$ cat src/rtl/alu_ctrl_pkg.sv
// Shared encodings for the ALU front-end sequencer: FSM states, ALU opcodes
// and bit positions within the {N,Z,C,V,P} flag vector.
package alu_ctrl_pkg;

  typedef enum logic [2:0] {
    ST_WAIT_A  = 3'd0,
    ST_WAIT_B  = 3'd1,
    ST_WAIT_OP = 3'd2,
    ST_CALC    = 3'd3,
    ST_SHOW    = 3'd4
  } state_e;

  localparam logic [1:0] OP_SUB = 2'd0;
  localparam logic [1:0] OP_ADD = 2'd1;
  localparam logic [1:0] OP_OR  = 2'd2;
  localparam logic [1:0] OP_AND = 2'd3;

  localparam int F_N = 4;
  localparam int F_Z = 3;
  localparam int F_C = 2;
  localparam int F_V = 1;
  localparam int F_P = 0;

endpackage

$ cat src/rtl/btn_edge_pulse.sv
// One-cycle pulse on the rising edge of a debounced button level. The history
// register resets high so a button held through reset never produces a pulse.
module btn_edge_pulse (
  input  logic clk,
  input  logic reset,
  input  logic i_level,
  output logic o_pulse
);

  logic r_level_q;

  always_ff @(posedge clk) begin
    if (reset) r_level_q <= 1'b1;
    else       r_level_q <= i_level;
  end

  assign o_pulse = i_level & ~r_level_q;

endmodule

$ cat src/rtl/alu_op_sequencer.sv
// Collects A, B and opcode from the switch bus with Enter/Undo, drives the
// external ALU from registered operands and latches its result for display.
//
// state      | meaning
// WAIT_A     | showing switches, Enter captures operand A
// WAIT_B     | showing switches, Enter captures operand B, Undo back to A
// WAIT_OP    | showing data_in[1:0], Enter captures opcode, Undo back to B
// CALC       | one cycle: latch ALU result/flags, bump op counter
// SHOW       | result and flags shown; Enter starts over, Undo re-picks opcode
module alu_op_sequencer
  import alu_ctrl_pkg::*;
#(
  parameter int M     = 8,
  parameter int CNT_W = 8
) (
  input  logic             clk,
  input  logic             reset,
  input  logic [M-1:0]     data_in,
  input  logic             enter_btn,
  input  logic             undo_btn,
  output logic [M-1:0]     alu_a,
  output logic [M-1:0]     alu_b,
  output logic [1:0]       alu_op,
  input  logic [M-1:0]     alu_result,
  input  logic [4:0]       alu_flags,
  output logic [M-1:0]     display_value,
  output logic [4:0]       flags_out,
  output logic [2:0]       state_out,
  output logic             result_valid,
  output logic [CNT_W-1:0] op_count
);

  state_e           r_state;
  logic [M-1:0]     r_a, r_b, r_res;
  logic [1:0]       r_op;
  logic [4:0]       r_flg;
  logic [CNT_W-1:0] r_count;
  logic             w_enter_p, w_undo_p, w_enter, w_undo;

  btn_edge_pulse u_enter_edge (
    .clk     (clk),
    .reset   (reset),
    .i_level (enter_btn),
    .o_pulse (w_enter_p)
  );

  btn_edge_pulse u_undo_edge (
    .clk     (clk),
    .reset   (reset),
    .i_level (undo_btn),
    .o_pulse (w_undo_p)
  );

  // Simultaneous Enter and Undo is ambiguous, so both are dropped.
  assign w_enter = w_enter_p & ~w_undo_p;
  assign w_undo  = w_undo_p & ~w_enter_p;

  always_ff @(posedge clk) begin
    if (reset) begin
      r_state <= ST_WAIT_A;
      r_a     <= '0;
      r_b     <= '0;
      r_op    <= '0;
      r_res   <= '0;
      r_flg   <= '0;
      r_count <= '0;
    end else begin
      case (r_state)
        ST_WAIT_A: begin
          if (w_enter) begin
            r_a     <= data_in;
            r_state <= ST_WAIT_B;
          end
        end
        ST_WAIT_B: begin
          if (w_enter) begin
            r_b     <= data_in;
            r_state <= ST_WAIT_OP;
          end else if (w_undo) begin
            r_state <= ST_WAIT_A;
          end
        end
        ST_WAIT_OP: begin
          if (w_enter) begin
            r_op    <= data_in[1:0];
            r_state <= ST_CALC;
          end else if (w_undo) begin
            r_state <= ST_WAIT_B;
          end
        end
        ST_CALC: begin
          r_res   <= alu_result;
          r_flg   <= alu_flags;
          if (r_count != '1) r_count <= r_count + 1'b1;
          r_state <= ST_SHOW;
        end
        ST_SHOW: begin
          if (w_enter)     r_state <= ST_WAIT_A;
          else if (w_undo) r_state <= ST_WAIT_OP;
        end
        default: r_state <= ST_WAIT_A;
      endcase
    end
  end

  always_comb begin
    display_value = data_in;
    case (r_state)
      ST_WAIT_OP: display_value = {{(M-2){1'b0}}, data_in[1:0]};
      ST_CALC:    display_value = r_b;
      ST_SHOW:    display_value = r_res;
      default:    display_value = data_in;
    endcase
  end

  assign result_valid = (r_state == ST_SHOW);
  assign flags_out    = result_valid ? r_flg : 5'b0;
  assign state_out    = r_state;
  assign alu_a        = r_a;
  assign alu_b        = r_b;
  assign alu_op       = r_op;
  assign op_count     = r_count;

endmodule

$ cat config.mk
export PLATFORM = sky130hd
export DESIGN_NAME = alu_op_sequencer
export DESIGN_NICKNAME = d
export VERILOG_FILES = /design/src/rtl/alu_ctrl_pkg.sv /design/src/rtl/btn_edge_pulse.sv /design/src/rtl/alu_op_sequencer.sv
export SDC_FILE = /design/constraint.sdc
export NUM_CORES = 1
export LEC_CHECK = 0
export ABC_AREA = 1
export CAP_MARGIN = 0
export CORE_UTILIZATION = 40
export CTS_BUF_LIST = sky130_fd_sc_hd__clkbuf_4 sky130_fd_sc_hd__clkbuf_8 sky130_fd_sc_hd__clkbuf_16
export DETAILED_ROUTE_END_ITERATION = 8
export DONT_BUFFER_PORTS = 1
export PLACE_DENSITY = 0.58
export RECOVER_POWER = 25
export SETUP_SLACK_MARGIN = 0.05
export SLEW_MARGIN = 20
export SYNTH_ARGS = -nofsm -noshare
export SYNTH_HDL_FRONTEND = slang
export SYNTH_SLANG_ARGS = --single-unit
$ cat constraint.sdc
create_clock -name clk -period 1.8 [get_ports clk]
set_input_delay 0.54 -clock clk [delete_from_list [all_inputs] [get_ports clk]]
set_output_delay 0.54 -clock clk [all_outputs]
set_load 0.05 [all_outputs]
==> run summary, run 1 <==
status = finished with violations
failing checks = setup timing
root buffer cell = clkbuf_8
Synth Warn # = 0
overall die area = 5300 um^2
Critical R2R Launch = state_out[2]$_SDFFE_PP0P_
worst reg2reg path depth = 10
Mapped Area = 2010 um^2
# IOs = 68
GRT overflow = 0
Worst Setup EP = display_value[2]
H-Tree Depth = 2
cells along the critical path = inv_4 -> nand3_4 -> inv_4 -> nor3_4 -> buf_6 -> nand2_4 -> nand3_4
dominant delay contributor by cell family on the critical path = simple AND/OR/NAND/NOR gates
#FFs+latches synth = 44
ys flop type = dfxtp_1
GPL Wtd Cong = 0.833
Starting Density = 41.9%
worst-skew pair later-pin latency = 300 ps
final worst path period share = 110%
crit path launch = state_out[0]$_SDFFE_PP0P_
final non-filler cell area = 2740 um^2
Least-Margin Pin Slew = 520 ps
Yosys top cell by area = dfxtp_1
Max-slew headroom = 65.3%
R2R Path End = op_count[7]$_SDFFE_PP0P_
Seq pwr share = 41.1%
slowest library cell on the worst path = dfxtp_4
share of the synthesized area in the top cell type = 43.9%
slowest stage delay, CP = 400 ps
Slew Viols, Final = 0
Worst Path Required = 1260 ps
hold_buf cts = 0
first drt pass iteration count = 4
Die H = 72.8 um
total track usage = 20.8%
Crit Path Class = reg -> out
power per standard cell area = 1100 nW/um^2
Clock transition at path regs = 90 ps
crit path buf inv count = 3
Reg2Reg Setup Slack = 310 ps
setup violators final = 10
Max Clk Rate = 0.506 GHz
TritonCTS clock tree = done
first-pass GRT wire length = 8400 um
Cell variety after synth = 24
post-layout net count = 359
number of I/O port buffers = 0
final WL = 5170 um
layout cell share with drive strength beyond 1 = 27.8%
initial antenna violation count = 0
crit start category = flip-flop
FP Rows = 25
Layout Cells excl Fill = 398
Max-Cap Viols = 0
area growth from synthesis to layout = 36.5%
Commonest cells post-synth = 58 x nor2_1, 51 x nand2_1, 44 x dfxtp_1, 31 x o21ai_0, 30 x inv_1
Final Critical Period = 1980 ps
dpl cell area = 2430 um^2
Post-Route Skew = 3.73 ps
NetSw = 1.18 mW
vias per cell = 4.85
DRC = 0
clock power share = 24.9%
ANT nets after route = 0
logic gate share of total power = 34.0%
syn_nets = 315
Die W = 72.8 um
WP depth = 7
DR vias = 1932
Ant. Diodes = 0
endpoints failing hold = 0
Iteration-0 DRC Markers = 104
top cells by area, synth = dfxtp_1 44%, nor2_1 11%, nand2_1 9.5%
total power = 3.01 mW
Hold Path Depth = 1
endpoint type of the worst setup path = primary output
most frequent cell after synthesis = nor2_1
Pint = 1.83 mW
largest fanout on the critical path = 6
Max VDD drop = 427 uV
Synth Instances = 286
setup repair after global routing missed its margin = true
number of global-route vias before repair = 1787
Sw Share = 39.2%
Avg Cell Area, Syn = 7.02 um^2
number of CTS-inserted buffers = 5
clock buffer depth = 2
Leakage = 1.15 nW
FFs w/ async S/R, synth = 0%
pin count of the biggest net entering global routing = 33
register area share after synthesis = 43.9%
Fin Setup TNS = -1240 ps
WL/cell = 13.0 um
placed insts = 380
Post-synth EDFFs = 0
fin worst setup slack = -178 ps
Core ar. = 4790 um^2
CP Data Arrival Time = 1440 ps
DPL Wire Length = 3620 um
number of fill cells = 448
worst hold path type = in -> reg
clock sink count = 44
[cells by family (layout without fill, tap and decap cells)]
family / Yosys count / in the layout / share of synthesized area [%]
compound gates: 51 / 51 / 12.9
xor+xnor: 1 / 1 / 0.436
fa+ha+maj: 4 / 4 / 2.49
simple gates: 142 / 142 / 31.1
buf+inv: 44 / 89 / 9.16
flops: 44 / 44 / 43.9
[power groups by stage]
| stage | Clock, mW | Sequential (mW) | Combinational (mW) |
|---|---|---|---|
| after global routing | 0.810 | 1.26 | 1.10 |
| final | 0.750 | 1.24 | 1.02 |
| after CTS | 0.775 | 1.24 | 1.01 |
| after detailed placement | 0 | 1.26 | 0.868 |
| after global placement | 0 | 1.26 | 0.867 |
| after floorplan | 0 | 1.36 | 0.574 |
[metrics by stage]
| step | worst slack, ps | hold slack, ps | utilization [%] |
|---|---|---|---|
| 6_report | -178 | 297 | 57.2 |
| 5_1_grt | -243 | 285 | 57.2 |
| 4_1_cts | -167 | 288 | 56.9 |
| 3_5_place_dp | 80.1 | 443 | 50.8 |
| 3_3_place_gp | 104 | 436 | 50.8 |
| 2_1_floorplan | -15.9 | 430 | - |
[state kept, by name, indices dropped and copies added (netlist names)]
| name | count |
|---|---|
| u_enter_edge.r_level_q | 1 |
| u_undo_edge.r_level_q | 1 |
| op_count | 8 |
| alu_op | 2 |
| state_out | 3 |
| r_res | 8 |
| alu_b | 8 |
| r_flg | 5 |
| alu_a | 8 |
[cell type report]
type / instances / area [um^2] / share of cell area, %
well taps: 67 / 83.8 / 3.06
flip-flops and latches: 44 / 892 / 32.6
repair buffers: 47 / 418 / 15.3
multi-input cells: 198 / 1090 / 39.8
clock buffers: 7 / 108 / 3.93
inverters: 34 / 138 / 5.03
clock inverters: 1 / 8.76 / 0.320
[layout by cell type, fill, tap and decap left out]
master / n
a21oi_1: 18
a31oi_1: 1
buf_12: 1
buf_4: 35
buf_6: 8
buf_8: 3
clkbuf_16: 1
clkbuf_8: 6
clkinv_4: 1
dfxtp_1: 41
dfxtp_4: 3
ha_1: 4
inv_1: 28
inv_2: 3
inv_4: 2
inv_6: 1
nand2_1: 45
nand2_2: 8
nand2_4: 1
nand3_1: 14
nand3_2: 2
nand3_4: 9
nand4_1: 1
nor2_1: 53
nor2_2: 3
nor2_4: 3
nor3_1: 1
nor3_4: 2
o21a_1: 1
o21ai_0: 31
xor2_1: 1
[layer usage]
layer	part of all wire [%]	global-route usage (%)
met1	45	25.6
met2	46	34.2
met3	5.9	5.66
met4	2.6	8.71
met5	0	0
[worst min path at each step]
stage | startpoint | endpoint | slack, ps
2_1_floorplan | r_flg[0]$_SDFFE_PP0N_ | r_flg[0]$_SDFFE_PP0N_ | 430
3_3_place_gp | r_flg[2]$_SDFFE_PP0N_ | r_flg[2]$_SDFFE_PP0N_ | 440
3_5_place_dp | r_flg[4]$_SDFFE_PP0N_ | r_flg[4]$_SDFFE_PP0N_ | 440
4_1_cts | reset | alu_op[1]$_SDFFE_PP0P_ | 290
5_1_grt | reset | alu_op[1]$_SDFFE_PP0P_ | 280
6_report | reset | alu_op[1]$_SDFFE_PP0P_ | 300
[repair_timing]
item,4_1_cts,5_1_grt
buffers inserted,9,1
setup endpoints to repair,14,14
endpoints found under the hold margin,0,0
gates cloned,0,0
resized for setup,31,2
pin swaps,2,3
Note: power is estimated with default switching activity, not from simulation.
==> run 2, diff against run 1 <==
--- a/config.mk
+++ b/config.mk
@@ -7,11 +7,11 @@
 export LEC_CHECK = 0
 export ABC_AREA = 1
 export CAP_MARGIN = 0
-export CORE_UTILIZATION = 40
+export CORE_UTILIZATION = 62
 export CTS_BUF_LIST = sky130_fd_sc_hd__clkbuf_4 sky130_fd_sc_hd__clkbuf_8 sky130_fd_sc_hd__clkbuf_16
 export DETAILED_ROUTE_END_ITERATION = 8
 export DONT_BUFFER_PORTS = 1
-export PLACE_DENSITY = 0.58
+export PLACE_DENSITY_LB_ADDON = 0.3
 export RECOVER_POWER = 25
 export SETUP_SLACK_MARGIN = 0.05
 export SLEW_MARGIN = 20
==> run summary, run 2 (same netlist as run 1, synthesis figures left out) <==
fin worst setup slack = -261 ps (was -178 ps)
WL/cell = 14.4 um (was 13.0 um)
number of fill cells = 192 (was 448)
Reg2Reg Setup Slack = 70 ps (was 310 ps)
DR vias = 2025 (was 1932)
clock buffer depth = 2 (unchanged)
number of global-route vias before repair = 1768 (was 1787)
Hold WS = 216 ps (was 297 ps)
logic gate share of total power = 35.3% (was 34.0%)
FP Rows = 20 (was 25)
Leakage = 1.11 nW (was 1.15 nW)
Ant. Diodes = 0 (unchanged)
H-Tree Depth = 2 (unchanged)
power per standard cell area = 1060 nW/um^2 (was 1100 nW/um^2)
GRT overflow = 0 (unchanged)
R2R Path End = alu_b[3]$_SDFFE_PP0P_ (was op_count[7]$_SDFFE_PP0P_)
GR Util met3 = 9.01% (was 5.66%)
setup violators final = 15 (was 10)
most common cell after layout, fill and taps aside = nor2_1 (unchanged)
Die H = 58.9 um (was 72.8 um)
Register Area = 892 um^2 (unchanged)
Crit Path Class = reg -> out (unchanged)
Max-Cap Viols = 0 (unchanged)
DRC = 0 (unchanged)
first drt pass iteration count = 4 (unchanged)
M1 GR Usage = 35.1% (was 25.6%)
vias per cell = 5.55 (was 4.85)
Max Clk Rate = 0.485 GHz (was 0.506 GHz)
endpoints failing hold = 0 (unchanged)
Die W = 58.9 um (was 72.8 um)
root buffer cell = clkbuf_4 (was clkbuf_8)
final WL = 5260 um (was 5170 um)
number of CTS-inserted buffers = 5 (unchanged)
status = finished with violations (unchanged)
Worst Setup EP = display_value[2] (unchanged)
Clock transition at path regs = 130 ps (was 90 ps)
met2 GRT Util = 50.8% (was 34.2%)
Hold Path Depth = 1 (unchanged)
layout cell share with drive strength beyond 1 = 26.2% (was 27.8%)
overall die area = 3470 um^2 (was 5300 um^2)
worst hold path type = in -> reg (unchanged)
post-layout net count = 349 (was 359)
GRT busiest layer = met2 (unchanged)
setup repair after global routing missed its margin = true (unchanged)
CP Data Arrival Time = 1520 ps (was 1440 ps)
Least-Margin Pin Slew = 1080 ps (was 520 ps)
GPL Wtd Cong = 0.896 (was 0.833)
crit path launch = state_out[0]$_SDFFE_PP0P_ (unchanged)
initial antenna violation count = 0 (unchanged)
Seq pwr share = 45.9% (was 41.1%)
multi-input logic area = 1090 um^2 (about the same)
final worst path period share = 115% (was 110%)
Starting Density = 65.7% (was 41.9%)
worst reg2reg path depth = 7 (was 10)
Fin Setup TNS = -2270 ps (was -1240 ps)
clock sink count = 44 (unchanged)
Final Critical Period = 2060 ps (was 1980 ps)
Pint = 1.56 mW (was 1.83 mW)
Sw Share = 42.4% (was 39.2%)
NetSw = 1.15 mW (was 1.18 mW)
number of I/O port buffers = 0 (unchanged)
total track usage = 30.8% (was 20.8%)
Core ar. = 3050 um^2 (was 4790 um^2)
endpoint type of the worst setup path = primary output (unchanged)
Final Util = 84.0% (was 57.2%)
DPL Wire Length = 3420 um (was 3620 um)
Post-Place Setup Slack = -31.7 ps (was 80.1 ps)
# IOs = 68 (unchanged)
largest fanout on the critical path = 6 (unchanged)
Max VDD drop = 687 uV (was 427 uV)
TritonCTS clock tree = done (unchanged)
Max-slew headroom = 28.3% (was 65.3%)
worst-skew pair later-pin latency = 370 ps (was 300 ps)
Critical R2R Launch = u_enter_edge.r_level_q$_SDFF_PP1_ (was state_out[2]$_SDFFE_PP0P_)
clock power share = 18.8% (was 24.9%)
pin count of the biggest net entering global routing = 30 (was 33)
Post-Route Skew = 10.3 ps (was 3.73 ps)
Iteration-0 DRC Markers = 113 (was 104)
area growth from synthesis to layout = 27.7% (was 36.5%)
total power = 2.71 mW (was 3.01 mW)
first-pass GRT wire length = 7820 um (was 8400 um)
Worst Path Required = 1260 ps (about the same)
commonest non-fill, non-tap cells in the layout = 53 x nor2_1, 42 x nand2_1, 41 x dfxtp_1, 31 x o21ai_0, 28 x inv_1 (was 53 x nor2_1, 45 x nand2_1, 41 x dfxtp_1, 35 x buf_4, 31 x o21ai_0)
failing checks = setup timing (unchanged)
crit start category = flip-flop (unchanged)
ANT nets after route = 0 (unchanged)
Slew Viols, Final = 0 (unchanged)
hold_buf cts = 0 (unchanged)
-- run 2: cell types whose count changed in the layout (fill, tap and decap cells not counted), moves of 2 or more --
cell and change:
buf_4 -10, buf_8 -2, clkbuf_4 +5, clkbuf_8 -5, clkinv_2 +2, nand2_1 -3, nand2_2 +2
-- run 2: how the worst min path moves through the flow --
stage	start	to	slack (ps)
floorplan	r_flg[0]$_SDFFE_PP0N_	r_flg[0]$_SDFFE_PP0N_	430
global placement	r_flg[1]$_SDFFE_PP0N_	r_flg[1]$_SDFFE_PP0N_	440
detailed placement	r_flg[1]$_SDFFE_PP0N_	r_flg[1]$_SDFFE_PP0N_	450
CTS	reset	op_count[1]$_SDFFE_PP0P_	220
global route	reset	op_count[1]$_SDFFE_PP0P_	200
finish	reset	op_count[1]$_SDFFE_PP0P_	220
-- run 2: final cells by class --
cell class | count | area share, %
clock buffers | 6 | 2.00
clock inverters | 2 | 0.390
inverters | 34 | 5.27
multi-input cells | 198 | 42.6
flip-flops and latches | 44 | 34.8
well taps | 44 | 2.15
repair buffers | 37 | 12.8
-- run 2: repair_timing --
action,4_1_cts,5_1_grt
setup buffers,3,1
gates cloned,0,0
resized for setup,23,8
pin swaps,1,1
setup endpoints to repair,14,14
-- run 2: power by group through the flow --
stage / Clock (mW) / Combinational [mW] / Sequential [mW]
after floorplan: 0 / 0.574 / 1.36
after global placement: 0 / 0.832 / 1.26
after detailed placement: 0 / 0.850 / 1.26
after CTS: 0.502 / 0.930 / 1.24
after global routing: 0.552 / 1.02 / 1.26
final: 0.509 / 0.958 / 1.24
-- run 2: per-stage QoR --
step	std cells	instance area, um^2
after CTS	364	2540
after detailed placement	353	2390
after global placement	353	2390
after floorplan	286	2120
final	365	2560
after global routing	365	2560
-- run 2: metal layers --
metal	vias up	share of wire, %
met4	0	4.4
met5	-	0
met2	92	49
met1	939	38
li1	974	-
met3	20	8.4
-- run 2: critical path, stage by stage, from the launching register on --
cell and delay [ps]:
dfxtp_4 410, inv_4 50, nand3_4 80, inv_2 60
nor3_4 170, buf_6 160, nand2_2 80, nand3_4 160
